`config.mk`:
```
export PLATFORM = sky130hd
export DESIGN_NAME = regfile_wr_arbiter
export DESIGN_NICKNAME = d
export VERILOG_FILES = /design/src/rtl/regfile_wr_arbiter.sv
export SDC_FILE = /design/constraint.sdc
export NUM_CORES = 1
export LEC_CHECK = 0
export CORE_MARGIN = 2
export CORE_UTILIZATION = 60
export DETAILED_ROUTE_END_ITERATION = 7
export DONT_BUFFER_PORTS = 1
export PLACE_DENSITY_LB_ADDON = 0.08
export SLEW_MARGIN = 15
export SYNTH_ARGS = -nofsm -noshare
export SYNTH_HDL_FRONTEND = slang
export SYNTH_SLANG_ARGS = --single-unit
```
`constraint.sdc`:
```
create_clock -name clk -period 4.5 [get_ports clk]
set_input_delay 0.675 -clock clk [delete_from_list [all_inputs] [get_ports clk]]
set_output_delay 0.675 -clock clk [all_outputs]
set_load 0.005 [all_outputs]
```
`src/rtl/regfile_wr_arbiter.sv`:
```
// Arbitrates the register-file write port between writeback (priority) and a buffered long-latency result stream.
// Optional zero-latency bypass of an empty buffer is enabled by defining REGWR_BYPASS_EN.
module regfile_wr_arbiter #(
    parameter int DATA_W     = 32,
    parameter int ADDR_W     = 5,
    parameter int DEPTH      = 2,
    parameter int STARVE_MAX = 8
) (
    input  logic                     clk,
    input  logic                     rst,
    input  logic                     wb_we,
    input  logic [ADDR_W-1:0]        wb_waddr,
    input  logic [DATA_W-1:0]        wb_wdata,
    input  logic                     lu_valid,
    output logic                     lu_ready,
    input  logic [ADDR_W-1:0]        lu_waddr,
    input  logic [DATA_W-1:0]        lu_wdata,
    output logic                     we,
    output logic [ADDR_W-1:0]        waddr,
    output logic [DATA_W-1:0]        wdata,
    input  logic [ADDR_W-1:0]        dec_raddr1,
    input  logic [ADDR_W-1:0]        dec_raddr2,
    output logic                     hazard1,
    output logic                     hazard2,
    output logic                     stall_req,
    output logic [$clog2(DEPTH):0]   pend_cnt
);

    localparam int PTR_W = $clog2(DEPTH);
    localparam int CNT_W = PTR_W + 1;
    localparam int SC_W  = $clog2(STARVE_MAX + 1);

    logic [PTR_W-1:0]  rd_ptr;
    logic [PTR_W-1:0]  wr_ptr;
    logic [CNT_W-1:0]  count;
    logic [DEPTH-1:0]  live;
    logic [DEPTH-1:0]  occ;
    logic [ADDR_W-1:0] addr_mem [DEPTH];
    logic [DATA_W-1:0] data_mem [DEPTH];
    logic [SC_W-1:0]   starve_cnt;

    logic full, empty, accept, wb_sel, pop, bypass, store, kill_en;
    logic hit1, hit2;

    assign full     = (count == CNT_W'(DEPTH));
    assign empty    = (count == '0);
    assign lu_ready = !full && !rst;
    assign accept   = lu_valid && lu_ready;
    assign wb_sel   = wb_we && !stall_req;
    assign pop      = !wb_sel && !empty && !rst;
`ifdef REGWR_BYPASS_EN
    assign bypass   = accept && empty && !wb_we;
`else
    assign bypass   = 1'b0;
`endif
    assign store    = accept && (lu_waddr != '0) && !bypass;
    // A writeback dropped during a stall must not kill the buffered copy it failed to overwrite.
    assign kill_en  = wb_sel && (wb_waddr != '0);
    assign pend_cnt = count;

    // NOTE: every signal assigned in always_comb gets a default first, so no latch is inferred.
    always_comb begin
        occ  = '0;
        hit1 = 1'b0;
        hit2 = 1'b0;
        for (int i = 0; i < DEPTH; i++) begin
            occ[i] = {1'b0, PTR_W'(i) - rd_ptr} < count;
            if (occ[i] && live[i] && (addr_mem[i] == dec_raddr1)) hit1 = 1'b1;
            if (occ[i] && live[i] && (addr_mem[i] == dec_raddr2)) hit2 = 1'b1;
        end
    end

    assign hazard1 = hit1 && (dec_raddr1 != '0);
    assign hazard2 = hit2 && (dec_raddr2 != '0);

    always_comb begin
        we    = 1'b0;
        waddr = '0;
        wdata = '0;
        if (!rst) begin
            if (wb_sel) begin
                we    = 1'b1;
                waddr = wb_waddr;
                wdata = wb_wdata;
            end else if (!empty) begin
                we    = live[rd_ptr];
                waddr = addr_mem[rd_ptr];
                wdata = data_mem[rd_ptr];
            end else if (bypass) begin
                we    = (lu_waddr != '0);
                waddr = lu_waddr;
                wdata = lu_wdata;
            end
        end
    end

    // NOTE: sequential state uses non-blocking assignments so all registers update from pre-edge values.
    always_ff @(posedge clk or posedge rst) begin
        if (rst) begin
            rd_ptr     <= '0;
            wr_ptr     <= '0;
            count      <= '0;
            live       <= '0;
            starve_cnt <= '0;
            stall_req  <= 1'b0;
        end else begin
            for (int i = 0; i < DEPTH; i++) begin
                if (kill_en && live[i] && (addr_mem[i] == wb_waddr)) live[i] <= 1'b0;
            end
            if (pop) begin
                live[rd_ptr] <= 1'b0;
                rd_ptr       <= rd_ptr + PTR_W'(1);
            end
            // Written after the kill loop: a same-cycle accept is newer than the writeback.
            if (store) begin
                live[wr_ptr] <= 1'b1;
                wr_ptr       <= wr_ptr + PTR_W'(1);
            end
            case ({store, pop})
                2'b10:   count <= count + CNT_W'(1);
                2'b01:   count <= count - CNT_W'(1);
                default: count <= count;
            endcase
            if (pop)
                starve_cnt <= '0;
            else if (full && (starve_cnt < SC_W'(STARVE_MAX)))
                starve_cnt <= starve_cnt + SC_W'(1);
            stall_req <= !pop && (starve_cnt >= SC_W'(STARVE_MAX));
        end
    end

    // NOTE: the payload array has no reset; validity is carried entirely by count and live.
    always_ff @(posedge clk) begin
        if (store) begin
            addr_mem[wr_ptr] <= lu_waddr;
            data_mem[wr_ptr] <= lu_wdata;
        end
    end

endmodule

```
==> flow_summary.yaml <==
outcome:
  status: "finished, final reports clean"
detailed_routing:
  routed_via_density: 5.88
  first_pass_iters: 4
  drtIter0Drc: 130
  drc: 0
  routedWlPerCell_um: 19.3
  postRouteAntennaNets: 0
  dr_total_vias: 2286
  routed_wl_mm: 7.52
worst_hold_path:
  hp-class: "in -> async"
synth:
  avgSynthCellArea_sq_um: 12.9
  synth_area_sq_mm: 0.00395
  yosysMostFrequentCell: "edfxtp_1"
  syn_nets: 398
  async_reset_ff_share_pct: 12.9
  yosysWarnings: 0
  yosysSeqAreaShare_pct: 63.2
  yosysTopAreaCell: "edfxtp_1"
  yosysUniqueCellTypes: 31
  synth_flop_cell: "edfxtp_1"
  ys_ff_latch: 85
  synthTopCellsByCount: "edfxtp_1 (74), mux2i_1 (38), nand2_1 (38)"
  synth_edf_count: 74
  ys_top_cells_by_area: "edfxtp_1 (56%), mux2i_1 (9.6%), dfrtp_1 (7.0%), o21ai_0 (4.7%), xnor2_1 (4.2%)"
  synth_top_cell_area_share_pct: 56.3
  synthCells: 307
critical_path:
  timing.rr.end: "addr_mem[1][1]"
  crit_arrival_ns: 2.16
  path_class: "reg -> out"
  cp_cell_sequence: "nand2b_1, nor2_2, buf_4, nand2_1, o21ai_0"
  r2r_setup_slack_ns: 2.10
  critPathCaptureType: "primary output"
  crit_start: "stall_req"
  crit_path_top_delay_cell: "nor2_2"
  worstPathMaxFanout: 20
  r2r-start: "pend_cnt[1]"
  cpPeakStageDelay_ns: 0.59
  endpoint: "waddr[4]"
  cp-start-kind: "flip-flop"
  cp.depth: 5
  cp.required_ns: 3.83
  rr_worst_depth: 4
  critical_path.n_buffers_inverters: 1
  cp_top_family: "simple AND/OR/NAND/NOR gates"
timing:
  slew_headroom_pct: 27.1
  hold_viol_final: 0
  rsz0062_at_grt: "no"
  tightest_slew_ns: 1.09
  tns_ns: 0
  period_minus_slack_ns: 2.83
  skew_ns: 0.0124
  fin_ws_ns: 1.67
  report.final.slew_viol_count: 0
  fmax_ghz: 0.353
  period_share_pct: 62.9
  setup_viol: 0
floorplan:
  die_h_um: 85.1
  start_util_pct: 62.2
  dieArea_sq_mm: 0.00725
  ios: 132
  rows: 29
  core-area_sq_mm: 0.00635
  chipWidth_um: 85.1
global_route:
  grt_usage_pct: 20.9
  grt_max_degree: 42
  antenna_found_initial: 0
  grt_pass1_wl_mm: 11.1
  grt_overflow: 0
  grt_pass1_vias: 2232
power_and_ir_drop:
  p_sw_share_pct: 29.7
  p_clk_share_pct: 28.7
  p_seq_share_pct: 49.1
  power_density_mw_per_mm2: 530
  p_comb_share_pct: 22.2
  power.internal_mw: 1.59
  power_switching_mw: 0.670
  ir_drop_mv: 0.368
  p_leak_nw: 1.53
layout:
  drive_gt1_share_pct: 7.69
  nets: 398
  fin_util_pct: 67.2
  area.growth.synth_to_final_pct: 7.95
  insertedDiodeCount: 0
  n_fill_cell: 467
cts:
  cts-root-buf: "clkbuf_8"
  cts_sinks: 85
  clk_pin_slew_ns: 0.09
  numCtsBuffers: 9
  ctsHtreeMaxLevel: 3
  post-cts-setup-buffers: 0
  cts_tree: "done"
  cts_buffer_depth: 2
  cts-resized-gates: 0
  clkLatencyLatePin_ns: 0.35
  cts_hold_buffers: 0
placement:
  hpwl_mm: 5.04
  io_buffers: 0
  pre_cts_ws_ns: 1.84
  gp_routability_congestion: 0.853
job:
  maxCapViolCount: 0
worst min path at each step:
stage | from | end | slack [ns] | cells after the start
floorplan | starve_cnt[3] | stall_req | 0.48 | 1
global placement | starve_cnt[3] | stall_req | 0.51 | 1
detailed placement | starve_cnt[3] | stall_req | 0.51 | 1
CTS | rst | stall_req | 0.20 | 1
global route | rst | starve_cnt[3] | 0.23 | 1
finish | rst | stall_req | 0.21 | 1
cells in the final DEF, fill, tap and decap left out, types with 3 or more instances in the layout:
master / instances
edfxtp_1: 74
mux2i_1: 38
nand2_1: 38
o21ai_0: 37
xnor2_1: 19
xor2_1: 18
dfrtp_1: 10
nor2_1: 9
clkbuf_8: 9
inv_1: 6
nor2b_1: 4
nor3_1: 4
nand4_1: 4
a21oi_1: 4
or4_1: 3
o21ai_1: 3
o22ai_1: 3
ha_1: 3
bufinv_16: 3
power groups by stage:
stage / Sequential, mW / Combinational (mW) / Clock [mW]
finish: 1.11 / 0.502 / 0.647
global route: 1.13 / 0.558 / 0.683
CTS: 1.11 / 0.513 / 0.662
detailed placement: 1.13 / 0.510 / 0
global placement: 1.12 / 0.504 / 0
floorplan: 1.06 / 0.462 / 0
cell families after synthesis:
| logic type | count (synthesis) | share of synthesized area (%) |
|---|---|---|
| flip-flops | 85 | 63.2 |
| adder cells (fa/ha/maj) | 3 | 0.950 |
| XOR/XNOR | 37 | 8.20 |
| AND/OR/NAND/NOR | 74 | 8.74 |
| buffers and inverters | 19 | 2.06 |
| multiplexers | 38 | 9.63 |
| AO/OA/AOI/OAI | 51 | 7.19 |
area by class of cell:
type | instances | area, sq um | area share (%)
clock buffers | 10 | 128 | 2.99
multi-input cells | 203 | 1390 | 32.5
inverters | 6 | 22.5 | 0.528
flip-flops and latches | 85 | 2500 | 58.6
clock inverters | 6 | 118 | 2.76
repair buffers | 2 | 15.0 | 0.352
well taps | 77 | 96.3 | 2.26
per-stage QoR:
stage	power [mW]	std cells	hold slack [ns]	instance area (sq um)
final	2.26	389	0.207	4260
after global routing	2.37	389	0.225	4260
after CTS	2.29	389	0.199	4260
after detailed placement	1.64	373	0.514	4020
after global placement	1.63	373	0.507	4020
after floorplan	1.52	307	0.478	3950
registers in the layout, indices dropped and copies added (netlist names):
signal      flops
data_mem       64
starve_cnt      4
live            2
wr_ptr          1
rd_ptr          1
addr_mem       10
stall_req       1
pend_cnt        2
worst register-to-register path, stage by stage, from the launching register on:
cell and delay, ns:
dfrtp_1 0.49, nor2b_1 0.20, nor2_1 0.26, o211ai_4 0.19, nor2_4 0.85
routing by layer:
layer | vias to the layer above | global-route usage, % | share of wire (%)
met5 | - | 0 | 0
met4 | 0 | 9.52 | 1.3
met3 | 7 | 5.64 | 7.3
met2 | 90 | 34.8 | 50
met1 | 1083 | 25.5 | 41
li1 | 1106 | - | -
Power figures use the tool's default switching activity.
